[src/rtl/pcie_cpld_splitter.sv]
// Completion splitter: turns one decoded Memory Read request into a train of
// CplD header descriptors. Each completion is limited by Max_Payload_Size,
// and the first completion also ends on a Read Completion Boundary.
module pcie_cpld_splitter #(
    parameter int unsigned  MPS_BYTES    = 256,
    parameter int unsigned  RCB_BYTES    = 64,
    parameter logic [15:0]  COMPLETER_ID = 16'h0100
) (
    input  logic        clk,
    input  logic        rst_n,
    input  logic        req_valid,
    output logic        req_ready,
    input  logic [63:0] req_addr,
    input  logic [9:0]  req_length,
    input  logic [3:0]  req_first_be,
    input  logic [3:0]  req_last_be,
    input  logic [9:0]  req_tag,
    input  logic [15:0] req_requester_id,
    input  logic [2:0]  req_tc,
    input  logic [2:0]  req_attr,
    output logic        cpl_valid,
    input  logic        cpl_ready,
    output logic [95:0] cpl_hdr,
    output logic [10:0] cpl_len_dw,
    output logic        cpl_last
);

    localparam logic [10:0] MPS_DW   = 11'(MPS_BYTES / 4);
    localparam logic [10:0] RCB_MASK = 11'(RCB_BYTES / 4 - 1);

    // 3DW CplD header, DW0 in the most significant bits
    typedef struct packed {
        logic [2:0]  fmt;
        logic [4:0]  tlp_type;
        logic        tag9;
        logic [2:0]  tc;
        logic        tag8;
        logic        attr_ido;
        logic        ln;
        logic        th;
        logic        td;
        logic        ep;
        logic [1:0]  attr_lo;
        logic [1:0]  at;
        logic [9:0]  length;
        logic [15:0] completer_id;
        logic [2:0]  cpl_status;
        logic        bcm;
        logic [11:0] byte_cnt;
        logic [15:0] requester_id;
        logic [7:0]  tag_lo;
        logic        rsvd;
        logic [6:0]  lower_addr;
    } tlp_cpl_hdr_t;

    typedef enum logic {IDLE, EMIT} state_t;

    state_t      state;
    logic [10:0] rem_dw;
    logic [10:0] cur_adw;
    logic [12:0] byte_rem;
    logic        first;
    logic [1:0]  off;
    logic [9:0]  tag;
    logic [15:0] requester_id;
    logic [2:0]  tc;
    logic [2:0]  attr;

    logic unused_addr_bits;
    assign unused_addr_bits = ^{req_addr[63:13], req_addr[1:0]};

    function automatic logic [1:0] low_idx(input logic [3:0] be);
        if (be[0])      return 2'd0;
        else if (be[1]) return 2'd1;
        else if (be[2]) return 2'd2;
        else if (be[3]) return 2'd3;
        else            return 2'd0;
    endfunction

    function automatic logic [1:0] high_idx(input logic [3:0] be);
        if (be[3])      return 2'd3;
        else if (be[2]) return 2'd2;
        else if (be[1]) return 2'd1;
        else            return 2'd0;
    endfunction

    // Request-derived starting values
    logic [10:0] a_rem;
    logic [1:0]  a_low;
    logic [12:0] a_bytes;
    // Values after the current completion is handed off
    logic [12:0] carried;
    logic [10:0] h_rem;
    logic [10:0] h_adw;
    logic [12:0] h_bytes;
    // Selected source for the next descriptor to present
    logic [10:0] s_rem;
    logic [10:0] s_adw;
    logic [12:0] s_bytes;
    logic        s_first;
    logic [1:0]  s_off;
    logic [10:0] base_n;
    logic [10:0] nxt_n;
    logic        nxt_last;
    tlp_cpl_hdr_t nxt_hdr;

    // Next-descriptor computation: from the incoming request in IDLE,
    // from the post-handshake counters in EMIT
    always_comb begin
        a_rem   = (req_length == 10'd0) ? 11'd1024 : {1'b0, req_length};
        a_low   = low_idx(req_first_be);
        if (req_length == 10'd1) begin
            if (req_first_be == 4'd0)
                a_bytes = 13'd1;
            else
                a_bytes = 13'(high_idx(req_first_be)) - 13'(a_low) + 13'd1;
        end else begin
            a_bytes = {a_rem, 2'b00} - 13'(a_low) - (13'd3 - 13'(high_idx(req_last_be)));
        end

        carried = {cpl_len_dw, 2'b00} - (first ? 13'(off) : 13'd0);
        h_rem   = rem_dw - cpl_len_dw;
        h_adw   = cur_adw + cpl_len_dw;
        h_bytes = byte_rem - carried;

        if (state == IDLE) begin
            s_rem   = a_rem;
            s_adw   = req_addr[12:2];
            s_bytes = a_bytes;
            s_first = 1'b1;
            s_off   = a_low;
        end else begin
            s_rem   = h_rem;
            s_adw   = h_adw;
            s_bytes = h_bytes;
            s_first = 1'b0;
            s_off   = 2'b00;
        end

        base_n   = s_first ? (MPS_DW - (s_adw & RCB_MASK)) : MPS_DW;
        nxt_last = (s_rem <= base_n);
        nxt_n    = nxt_last ? s_rem : base_n;

        nxt_hdr              = '0;
        nxt_hdr.fmt          = 3'b010;
        nxt_hdr.tlp_type     = 5'b01010;
        nxt_hdr.length       = nxt_n[9:0];
        nxt_hdr.completer_id = COMPLETER_ID;
        nxt_hdr.byte_cnt     = s_bytes[11:0];
        nxt_hdr.lower_addr   = {s_adw[4:0], s_off};
        if (state == IDLE) begin
            nxt_hdr.tag9         = req_tag[9];
            nxt_hdr.tag8         = req_tag[8];
            nxt_hdr.tag_lo       = req_tag[7:0];
            nxt_hdr.tc           = req_tc;
            nxt_hdr.attr_ido     = req_attr[2];
            nxt_hdr.attr_lo      = req_attr[1:0];
            nxt_hdr.requester_id = req_requester_id;
        end else begin
            nxt_hdr.tag9         = tag[9];
            nxt_hdr.tag8         = tag[8];
            nxt_hdr.tag_lo       = tag[7:0];
            nxt_hdr.tc           = tc;
            nxt_hdr.attr_ido     = attr[2];
            nxt_hdr.attr_lo      = attr[1:0];
            nxt_hdr.requester_id = requester_id;
        end
    end

    // Control FSM with registered descriptor outputs and split counters
    always_ff @(posedge clk or negedge rst_n) begin
        if (!rst_n) begin
            state        <= IDLE;
            req_ready    <= 1'b1;
            cpl_valid    <= 1'b0;
            cpl_last     <= 1'b0;
            cpl_len_dw   <= '0;
            cpl_hdr      <= '0;
            rem_dw       <= '0;
            cur_adw      <= '0;
            byte_rem     <= '0;
            first        <= 1'b0;
            off          <= '0;
            tag          <= '0;
            requester_id <= '0;
            tc           <= '0;
            attr         <= '0;
        end else begin
            case (state)
                IDLE: begin
                    if (req_valid) begin
                        state        <= EMIT;
                        req_ready    <= 1'b0;
                        cpl_valid    <= 1'b1;
                        cpl_last     <= nxt_last;
                        cpl_len_dw   <= nxt_n;
                        cpl_hdr      <= nxt_hdr;
                        rem_dw       <= a_rem;
                        cur_adw      <= req_addr[12:2];
                        byte_rem     <= a_bytes;
                        first        <= 1'b1;
                        off          <= a_low;
                        tag          <= req_tag;
                        requester_id <= req_requester_id;
                        tc           <= req_tc;
                        attr         <= req_attr;
                    end
                end
                EMIT: begin
                    if (cpl_ready) begin
                        rem_dw   <= h_rem;
                        cur_adw  <= h_adw;
                        byte_rem <= h_bytes;
                        first    <= 1'b0;
                        if (cpl_last) begin
                            state     <= IDLE;
                            req_ready <= 1'b1;
                            cpl_valid <= 1'b0;
                            cpl_last  <= 1'b0;
                        end else begin
                            cpl_last   <= nxt_last;
                            cpl_len_dw <= nxt_n;
                            cpl_hdr    <= nxt_hdr;
                        end
                    end
                end
                default: state <= IDLE;
            endcase
        end
    end

endmodule

[config.mk]
export PLATFORM = sky130hd
export DESIGN_NAME = pcie_cpld_splitter
export DESIGN_NICKNAME = d
export VERILOG_FILES = /design/src/rtl/pcie_cpld_splitter.sv
export SDC_FILE = /design/constraint.sdc
export NUM_CORES = 1
export LEC_CHECK = 0
export BUFFER_PORTS_ARGS = -buffer_cell sky130_fd_sc_hd__buf_2
export CORE_MARGIN = 3
export CORE_UTILIZATION = 48
export DETAILED_ROUTE_END_ITERATION = 12
export MAX_ROUTING_LAYER = met4
export PLACE_DENSITY = 0.89
export SLEW_MARGIN = 20
export SYNTH_ARGS = -nofsm -noshare
export SYNTH_HDL_FRONTEND = slang
export SYNTH_SLANG_ARGS = --single-unit
[constraint.sdc]
create_clock -name clk -period 3.61 [get_ports clk]
set_clock_uncertainty 0.15 [all_clocks]
set_input_delay 0.9025 -clock clk [delete_from_list [all_inputs] [get_ports clk]]
set_output_delay 0.9025 -clock clk [all_outputs]
set_load 0.01 [all_outputs]
==> flow_metrics.py <==
metrics = {
    "timing": {
        "fin_ws_ns": -0.105,
        "tns_ns": -0.434,
        "finalHoldViolCount": 0,
        "whs_ns": 0.297,
        "relSlewSlack": 0.415,
        "setup_violations": 8,
        "timing.fmax_mhz": 269,
        "layout_min_cycle_time_ns": 3.72,
        "worst_slew_pin_slew_ns": 0.878,
        "fin_crit_sh": 1.03,
        "slew_viol_final": 0,
        "rsz0062_at_grt": "true",
    },
    "floorplanning": {
        "fp.coreArea_mm2": 0.0155,
        "die_area_mm2": 0.0178,
        "num_rows": 45,
        "die_x_um": 133,
        "io_pins": 228,
        "initial_core_util": 0.500,
        "die_h_um": 133,
    },
    "critical_path": {
        "rrSetupSlack_ns": -0.11,
        "worst_path_most_repeated_cell": "inv_2",
        "worstPathRequired_ns": 3.78,
        "max_stage_delay_ns": 0.41,
        "critPathKind": "flop to flop",
        "cp_cell_sequence": "inv_2 > ha_4 > inv_2 > fa_2 > a211oi_4 > o21ai_1 > a21oi_1 > xor2_1 > nor2_1 > a21oi_2 > inv_2 > ha_4 > a2111oi_4 > a21oi_2 > or3_4 > or4_1 > o311ai_1",
        "worstPathArrival_ns": 3.88,
        "critical_path.slowest_cell": "or4_1",
        "cp_max_fo": 3,
        "start_kind": "flop",
        "worstSetupEndpointType": "flop",
        "ff2ff_path_depth": 17,
    },
    "pwr": {
        "finalPower_mw": 10.8,
        "leakage_nw": 4.97,
        "power.density_mw_per_mm2": 1130,
        "vdd_drop_max_uv": 552,
    },
    "global_routing": {
        "grt_use_total": 0.237,
        "grt_pass1_wl_mm": 32.6,
        "overflow": 0,
        "first_global_vias": 6508,
        "antenna_found_initial": 1,
        "grt_max_degree": 65,
    },
    "routing": {
        "viasPerCell": 5.38,
        "wire_per_inst_um": 16.2,
        "postRouteAntennaNets": 0,
        "route.detailed.drc": 0,
        "drtIter0Drc": 494,
        "vias": 6838,
        "dr.pass1.iters": 5,
        "wl_mm": 20.6,
    },
    "synth": {
        "synth-seq-cells": 130,
        "syn_area_mm2": 0.00777,
        "synth_top_area_share": 0.415,
        "synthDistinctLibCells": 64,
        "synth_enable_flop_cells": 0,
        "ys.warnings.count": 0,
        "syn_inst": 881,
        "synthTopCellsByArea": "dfrtp_1 42%, nand2_1 9.5%, ha_1 7.9%, mux2i_1 5.0%, buf_4 4.2%",
        "async_flop_share": 1.00,
        "ys.flop_type": "dfrtp_1",
        "yosys-top-cells-count": "197 x nand2_1, 129 x dfrtp_1, 66 x nor2_1, 58 x o21ai_0, 49 x ha_1",
        "yosysTopAreaCell": "dfrtp_1",
        "yosys.cell_count.top_type": "nand2_1",
        "yosysSeqAreaShare": 0.419,
        "syn_avg_cell_area_um2": 8.82,
    },
    "layout": {
        "finalInstanceArea_mm2": 0.00961,
        "syn2layout_area_growth_pct": 23.6,
        "drive_above_1_share": 0.265,
        "nFillCells": 1322,
        "fin_nets": 1216,
    },
    "run_status": {
        "violations": "setup timing",
        "run_status": "finished with violations",
    },
    "run": {
        "cap_violations": 0,
    },
    "clocking": {
        "cts_buffers": 17,
        "clkSinkCount": 130,
        "clk_pin_slew_ns": 0.06,
        "cts_buffer_depth": 2,
        "clk_latency_ns": 0.43,
        "cts-root-buf": "clkbuf_16",
        "htree_levels": 4,
        "cts_tree": "done",
    },
    "placed_design": {
        "gp_congestion": 0.920,
        "place_ws_ns": -0.295,
        "numPortBuffers": 136,
        "placement.cell_area_mm2": 0.00890,
        "dp_hpwl_mm": 15.1,
    },
    "min_path": {
        "hold_class": "input port to async pin",
    },
}
==> stage by stage <==
stage	std cells	util
6_report	1270	0.618
4_1_cts	1268	0.616
5_1_grt	1270	0.618
2_1_floorplan	911	-
3_3_place_gp	1231	0.573
3_5_place_dp	1231	0.573
==> state kept, by name, summed over array words and instances (netlist names), 3 cells and up <==
name	cells
attr	3
byte_rem	12
cpl_len_dw	11
tag	10
requester_id	16
cur_adw	5
rem_dw	11
cpl_hdr	52
tc	3
==> critical path: cells and delay by family, from the launching register on <==
family	cells	cell delay, ns
simple gates	3	0.85
buf+inv	3	0.16
compound gates	7	1.15
fa+ha+maj	3	0.74
xor+xnor	1	0.17
flops	1	0.38
==> area by class of cell <==
cell class | count | area, um2 | area share
diodes | 1 | 2.50 | 0.000261
clock buffers | 18 | 439 | 0.0457
clock inverters | 14 | 169 | 0.0176
inverters | 32 | 120 | 0.0125
multi-input cells | 666 | 4180 | 0.436
flip-flops and latches | 130 | 3260 | 0.339
well taps | 211 | 264 | 0.0275
repair buffers | 198 | 1170 | 0.122
==> layer usage <==
metal | part of all wire | up-vias | track usage
li1 | - | 3276 | -
met1 | 0.42 | 3255 | 0.301
met2 | 0.47 | 263 | 0.369
met3 | 0.081 | 44 | 0.0661
met4 | 0.022 | 0 | 0.0749
met5 | 0 | - | -
==> power breakdown <==
| part | switching [mW] | total (mW) | internal [mW] |
|---|---|---|---|
| combinational | 3.54 | 6.50 | 2.97 |
| sequential | 0.402 | 2.55 | 2.15 |
| clock | 0.733 | 1.79 | 1.06 |
| total | 4.67 | 10.8 | 6.18 |
==> timing repair <==
action | in CTS | in global routing
pin swaps | 6 | 3
gates resized for setup | 5 | 5
hold buffers | 0 | 0
buffers inserted | 5 | 1
endpoints found under the setup margin | 8 | 8
==> cell usage in the layout (no fill, tap or decap), drive strengths merged, types with 4 or more instances in the layout <==
master  Yosys  routed
buf        57     198
nand2     197     197
dfrtp     129     129
nor2       66      66
o21ai      59      59
ha         49      49
a21oi      45      45
mux2i      39      39
inv        32      39
conb        1      31
clkbuf     26      18
xnor2      16      16
a21o       12      12
nor3       12      12
or3        12      12
xor2        9       9
nand3       8       8
and2        8       8
a31oi       7       7
nor2b       7       7
a211oi      7       7
a22o        6       6
o31ai       6       6
o21a        6       6
nand2b      5       5
clkinv      0       5
or2         4       4
nand4       4       4
o22ai       4       4
o31a        4       4
fa          4       4
==> kinds of logic (layout without fill, tap and decap cells) <==
family          Yosys count  in the layout  share of synthesized area
flops                   130            130                      0.419
simple gates            333            333                      0.183
other cells               1             32                   0.000482
compound gates          182            182                      0.147
mux                      42             42                     0.0546
buf+inv                 115            262                     0.0784
fa+ha+maj                53             53                     0.0892
xor+xnor                 25             25                     0.0282
==> final timing paths <==
path / end / from
hold / removal: cpl_len_dw[7]$_DFFE_PN0P_ / rst_n
setup reg to reg: cpl_len_dw[1]$_DFFE_PN0P_ / rem_dw[0]$_DFFE_PN0P_
max in group asynchronous: requester_id[1]$_DFFE_PN0P_ / rst_n
setup / recovery: cpl_len_dw[1]$_DFFE_PN0P_ / rem_dw[0]$_DFFE_PN0P_
min in group clk: cpl_hdr[87]$_DFFE_PN0P_ / cpl_hdr[87]$_DFFE_PN0P_
hold reg to reg: cpl_hdr[87]$_DFFE_PN0P_ / cpl_hdr[87]$_DFFE_PN0P_
Note: power is estimated with default switching activity, not from simulation.
